File: src/rtl/midori64_round_ctrl.sv
`default_nettype none
// ============================================================================
//  Module   : midori64_round_ctrl
//  Purpose  : Round controller and round-key generator for the threshold-
//             implemented (shared) Midori64 core. Sequences the datapath
//             (load, per-round enable, final phase, done) and builds the
//             shared round keys RK_i = K_(i mod 2) ^ alpha_i and the
//             whitening key WK = K0 ^ K1 from a registered copy of the key.
//  Ports    : clk, rst         - clock / synchronous active-high reset
//             start            - run request, sampled only in IDLE
//             key_in           - shared key, share s at [128s +: 128],
//                                K0 = [127:64], K1 = [63:0] of each share
//             round_cnst       - alpha for the current round (from RC mux)
//             round            - round index to the RC mux
//             rk / wk          - round-key / whitening-key shares
//             state_load       - datapath loads plaintext ^ WK
//             state_en         - datapath captures round output
//             final_phase      - final S-layer + WK phase active
//                                ("final" is a reserved word)
//             busy / done      - activity flag / one-cycle completion pulse
//  Revision : 1.0 - initial release
// ============================================================================
module midori64_round_ctrl #(
  parameter int N_SHARES  = 3,
  parameter int ROUND_CYC = 4
) (
  input  logic                    clk,
  input  logic                    rst,
  input  logic                    start,
  input  logic [128*N_SHARES-1:0] key_in,
  input  logic [15:0]             round_cnst,
  output logic [3:0]              round,
  output logic [64*N_SHARES-1:0]  rk,
  output logic [64*N_SHARES-1:0]  wk,
  output logic                    state_load,
  output logic                    state_en,
  output logic                    final_phase,
  output logic                    busy,
  output logic                    done
);

  localparam int             PH_W    = (ROUND_CYC > 1) ? $clog2(ROUND_CYC) : 1;
  localparam logic [PH_W-1:0] PH_LAST = PH_W'(ROUND_CYC - 1);
  localparam logic [3:0]     LAST_RND = 4'd14;

  typedef enum logic [2:0] {
    S_IDLE  = 3'd0,
    S_LOAD  = 3'd1,
    S_ROUND = 3'd2,
    S_FINAL = 3'd3,
    S_DONE  = 3'd4
  } state_t;

  state_t                  state_q, state_d;
  logic [3:0]              round_q, round_d;
  logic [PH_W-1:0]         phase_q, phase_d;
  logic [128*N_SHARES-1:0] key_q,   key_d;

  logic                    w_ph_last;
  logic [63:0]             w_cnst_mix;

  assign w_ph_last = (phase_q == PH_LAST);

  // --------------------------------------------------------------------------
  // State register
  // --------------------------------------------------------------------------
  always_ff @(posedge clk) begin
    if (rst) begin
      state_q <= S_IDLE;
      round_q <= 4'd0;
      phase_q <= '0;
      key_q   <= '0;
    end else begin
      state_q <= state_d;
      round_q <= round_d;
      phase_q <= phase_d;
      key_q   <= key_d;
    end
  end

  // --------------------------------------------------------------------------
  // Next-state logic
  // --------------------------------------------------------------------------
  always_comb begin
    state_d = state_q;
    round_d = round_q;
    phase_d = phase_q;
    key_d   = key_q;
    case (state_q)
      S_IDLE: begin
        if (start) begin
          key_d   = key_in;
          round_d = 4'd0;
          phase_d = '0;
          state_d = S_LOAD;
        end
      end
      S_LOAD: begin
        phase_d = '0;
        state_d = S_ROUND;
      end
      S_ROUND: begin
        if (w_ph_last) begin
          phase_d = '0;
          if (round_q == LAST_RND) begin
            // Round index 15 selects K1 and alpha_15 for the final phase.
            round_d = 4'd15;
            state_d = S_FINAL;
          end else begin
            round_d = round_q + 4'd1;
          end
        end else begin
          phase_d = phase_q + PH_W'(1);
        end
      end
      S_FINAL: begin
        if (w_ph_last) begin
          phase_d = '0;
          state_d = S_DONE;
        end else begin
          phase_d = phase_q + PH_W'(1);
        end
      end
      S_DONE: begin
        round_d = 4'd0;
        state_d = S_IDLE;
      end
      default: begin
        round_d = 4'd0;
        phase_d = '0;
        state_d = S_IDLE;
      end
    endcase
  end

  // --------------------------------------------------------------------------
  // Control decodes (registered state only; no path from start)
  // --------------------------------------------------------------------------
  always_comb begin
    round       = round_q;
    state_load  = (state_q == S_LOAD);
    state_en    = ((state_q == S_ROUND) || (state_q == S_FINAL)) && w_ph_last;
    final_phase = (state_q == S_FINAL);
    busy        = (state_q != S_IDLE);
    done        = (state_q == S_DONE);
  end

  // Spread alpha onto cell LSBs: cell j (bits [63-4j -: 4]) takes
  // round_cnst[15-j], i.e. bit 4m receives round_cnst[m].
  always_comb begin
    w_cnst_mix = '0;
    for (int m = 0; m < 16; m++) begin
      w_cnst_mix[4*m] = round_cnst[m];
    end
  end

  // --------------------------------------------------------------------------
  // Key shares: constant is injected into share 0 only so the XOR of the
  // shares carries alpha exactly once.
  // --------------------------------------------------------------------------
  for (genvar s = 0; s < N_SHARES; s++) begin : g_share
    logic [63:0] w_k0;
    logic [63:0] w_k1;
    logic [63:0] w_base;

    assign w_k0   = key_q[128*s+64 +: 64];
    assign w_k1   = key_q[128*s    +: 64];
    assign w_base = round_q[0] ? w_k1 : w_k0;
    assign wk[64*s +: 64] = w_k0 ^ w_k1;

    if (s == 0) begin : g_cnst
      assign rk[64*s +: 64] = w_base ^ w_cnst_mix;
    end else begin : g_plain
      assign rk[64*s +: 64] = w_base;
    end
  end

endmodule
`default_nettype wire

File: config.mk
export PLATFORM = sky130hd
export DESIGN_NAME = midori64_round_ctrl
export DESIGN_NICKNAME = d
export VERILOG_FILES = /design/src/rtl/midori64_round_ctrl.sv
export SDC_FILE = /design/constraint.sdc
export NUM_CORES = 1
export LEC_CHECK = 0
export ABC_CLOCK_PERIOD_IN_PS = 1700
export BUFFER_PORTS_ARGS = -buffer_cell sky130_fd_sc_hd__buf_2
export CORE_AREA = 2 2 305 307
export CTS_CLUSTER_DIAMETER = 40
export DETAILED_ROUTE_END_ITERATION = 8
export DIE_AREA = 0 0 307 309
export PLACE_DENSITY = 0.45
export RECOVER_POWER = 50
export SYNTH_ARGS = -nofsm -noshare
export SYNTH_HDL_FRONTEND = slang
export SYNTH_SLANG_ARGS = --single-unit
File: constraint.sdc
create_clock -name clk -period 1.7 [get_ports clk]
set_input_delay 0.17 -clock clk [delete_from_list [all_inputs] [get_ports clk]]
set_output_delay 0.17 -clock clk [all_outputs]
set_load 0.01 [all_outputs]
==> results.md <==
Place:
- The cell area after placement is 0.0237 mm^2.
- The placed wire-length estimate after detailed placement is between 50000 and 60000 um.
- The last weighted congestion value of the routability-driven placer is about 0.84.
- The count of port buffers added during placement is between 700 and 800.

Clock tree:
- After clock tree synthesis, the clock-pin slew on the worst setup and hold paths is around 40 ps.
- The clock sink count is 393.
- CTS built an H-tree with a depth of 3.
- The CTS tree is done.
- Buffers inserted during clock tree synthesis total 85.
- The clock passes through at most 3 buffers.
- The tree is rooted in a clkbuf_16.
- The clock latency at the later pin of the worst-skew pair is 620 ps.

Setup path:
- The worst setup path is captured at a primary output.
- The worst setup path is launched from a flip-flop.
- The category of the most critical setup path is flip-flop to primary output.
- The largest driver fanout on the critical path is 7.
- The data required time of the worst path is roughly 1500 ps.
- At the worst endpoint, the arrival time is 1990 ps.

Synth:
- After technology mapping, the gate count stands at 2151.
- Ranked by total cell area, the synthesized netlist is headed by dfxtp_1, nand2_1, mux2_2.
- The unique cell type count in the Yosys netlist is 32.
- The number of flops mapped to enable cells by yosys is 0.
- The mean cell area of the mapped netlist is about 8.3 um^2.
- The main combinational cell family by area after synthesis is simple AND/OR/NAND/NOR gates.
- The adder and majority gate portion of the synthesized area is 0.00209.
- The share of synthesized area in the top cell type comes to 0.439.
- The number of nets handed over by synthesis was 2557.
- The biggest area contributor in the post-synthesis netlist is dfxtp_1.
- The fraction of the mapped netlist area in compound gates was 0.113.
- The flip-flop and latch count after synthesis is 393.
- The mapped netlist covers 0.0179 mm^2.
- Of the synthesized area, sequential elements account for 0.439.
- Yosys printed 0 warnings.
- The post-synthesis simple-gate area fraction is 0.170.
- Measured against the total synthesized area, the mux share comes to 0.120.
- The synthesized-area fraction occupied by xor and xnor cells is 0.102.
- The primary flip-flop cell chosen by synthesis mapping is dfxtp_1.
- The async set or reset register ratio after synthesis is 0.

Detailed routing:
- Once detail routing completed, the nets flagged for antenna violations numbered 0.
- Using the TritonRoute via totals, the vias-per-cell ratio works out to 4.27.
- After detailed routing, the number of remaining DRC violations is 0.
- The detailed-route wire length is between 80000 and 90000 um.
- The via total after detailed routing is 20200.
- The number of DRC markers after the initial detailed-route iteration is 1176.
- The count of TritonRoute iterations in the first routing pass is 5.
- The routed length per placed instance is 18.5 um.

Finish:
- The final instance area is 0.0343 mm^2.
- The final layout contains 3868 nets.
- The top cell types in the final layout, fill and taps aside, are nand2_1, buf_2, dlygate4sd3_1, dfxtp_1, a21oi_1.
- The library cell used most frequently in the layout, excluding fill and tap cells, is nand2_1.
- The area added between synthesis and finish is 91.1%.
- Of the cells placed in the final design, the portion with a size suffix greater than 1 is 0.373.

STA:
- The final count of pins violating max slew came to 0.
- For the pin with the worst max-slew slack, the measured transition is 461 ps.
- Timing would allow up to 0.462 GHz.
- Of the available clock period, the critical path in the final layout requires 1.27.
- The total negative setup slack is -119460 ps.
- Setup violations remaining at the end of the flow were counted as 585.
- Between clock sinks in the finished design, the worst skew comes to approximately 16 ps.
- The routed design could run at a clock period as short as 2160 ps.
- The smallest setup slack after layout is -463 ps.
- The final number of hold-violating endpoints is 0.
- Setup repair after global routing could not meet its margin everywhere.
- The worst slew margin relative to its limit is 0.693.

Global routing:
- The number of antenna violations at the first check in global routing was 4.
- The total overflow left after global routing is 0.
- The number of global-route vias before repair is roughly 20000.
- Across every metal layer, demand over resource in global routing totals 0.155.
- The wire length of the first global-routing pass is 114000 um.
- The pin count of the biggest net entering global routing is 89.

Die:
- The die covers between 0.09 and 0.1 mm^2.
- Row generation in the floorplan step produced 111 rows.
- The die boundary width is approximately 310 um.
- The initial utilization of the core area, before any placement, comes to 0.196.
- The I/O pin count is 796.
- The standard cell core area is between 0.09 and 0.1 mm^2.
- The die is roughly 310 um tall.

Pwr:
- The analysis attributes to cell leakage a power of 15.6 nW.
- Power comes to around 0.035 W.
- VDD sags by at most 0.715 mV.
- In this run the power density over the cells is 1030 mW/mm^2.

Job:
- The tool flagged a number of max-cap violations equal to 0.

Run status:
- The flow ran to the end, but the final reports show violations.
- The final reports fail on setup timing.

Min path:
- The tightest min-delay check is of the input port to flip-flop type.
[metal layers]
| metal | GRT usage | part of all wire |
|---|---|---|
| met5 | 0 | 0.00033 |
| met4 | 0.0720 | 0.035 |
| met3 | 0.0369 | 0.059 |
| met2 | 0.276 | 0.50 |
| met1 | 0.175 | 0.41 |
[final cells by class]
| type | instances | area (um^2) |
|---|---|---|
| fill | 9235 | 57100 |
| timing repair buffer | 1377 | 11700 |
| multi-input combinational | 1600 | 10200 |
| sequential | 393 | 7890 |
| clock buffer | 117 | 2430 |
| tap | 1186 | 1480 |
| clock inverter | 40 | 520 |
| inverter | 5 | 18.8 |
| antenna | 3 | 7.51 |
[cells by family after synthesis]
kind of cell,Yosys count
AOI/OAI and AO/OA,399
xor gates and xnor gates,208
muxes,193
adders and majority gates,3
and+or+nand+nor,797
DFF,393
buffers and inverters,158
[state kept, by name, summed over array words and instances (netlist names)]
signal	count
state_q	3
key_q	384
round	4
phase_q	2
[critical path, cell delays in order (launching register included)]
cell and delay [ps]:
dfxtp_4 380, buf_12 140, buf_16 170, clkbuf_16 190, mux2_4 330, buf_6 130
[synth_stat cells (all sizes together), types with 2 or more instances]
master  number
and3         2
xor2       192
nand2      772
nor4b        2
o22ai        2
nor3         2
mux2i       17
nor2         9
and2         3
a31oi        2
xnor2       16
dfxtp      393
nand3        3
o21ai        2
ha           3
buf        100
inv          5
clkbuf      53
nand2b       2
a21oi      387
mux2       176
[final timing paths]
check	end	slack, ps	start	cells past startpoint
worst min-delay path	key_q[15]$_SDFFE_PP0P_	320	key_in[15]	4
worst min register to register	key_q[383]$_SDFFE_PP0P_	470	key_q[383]$_SDFFE_PP0P_	2
worst max register to register	key_q[221]$_SDFFE_PP0P_	-210	state_q[1]$_SDFFE_PP0P_	7
worst max-delay path	rk[104]	-460	round[0]$_SDFFE_PP0P_	5
[timing repair]
action / 4_1_cts / 5_1_grt
gates resized for setup: 189 / 362
endpoints found under the hold margin: 386 / 0
cloned: 2 / 48
setup endpoints to repair: 204 / 546
pin swaps: 10 / 54
hold buffers: 386 / 0
buffers inserted: 23 / 21
[per-stage QoR]
| step | worst slack [ps] | util | hold slack [ps] | std cells |
|---|---|---|---|---|
| global route | -555 | 0.375 | 294 | 4720 |
| global placement | 61.6 | 0.259 | 411 | 4084 |
| detailed placement | 35.2 | 0.259 | 416 | 4084 |
| floorplan | 23.1 | - | 306 | 2151 |
| finish | -463 | 0.375 | 324 | 4721 |
| CTS | -558 | 0.345 | 253 | 4651 |
[power breakdown]
| group | total [W] | internal (W) | switching [W] |
|---|---|---|---|
| registers | 0.0107 | 0.00994 | 0.000719 |
| clock network | 0.0171 | 0.0116 | 0.00547 |
| logic | 0.00760 | 0.00389 | 0.00370 |
| total | 0.0353 | 0.0254 | 0.00989 |
(Power assumes the default switching activity.)
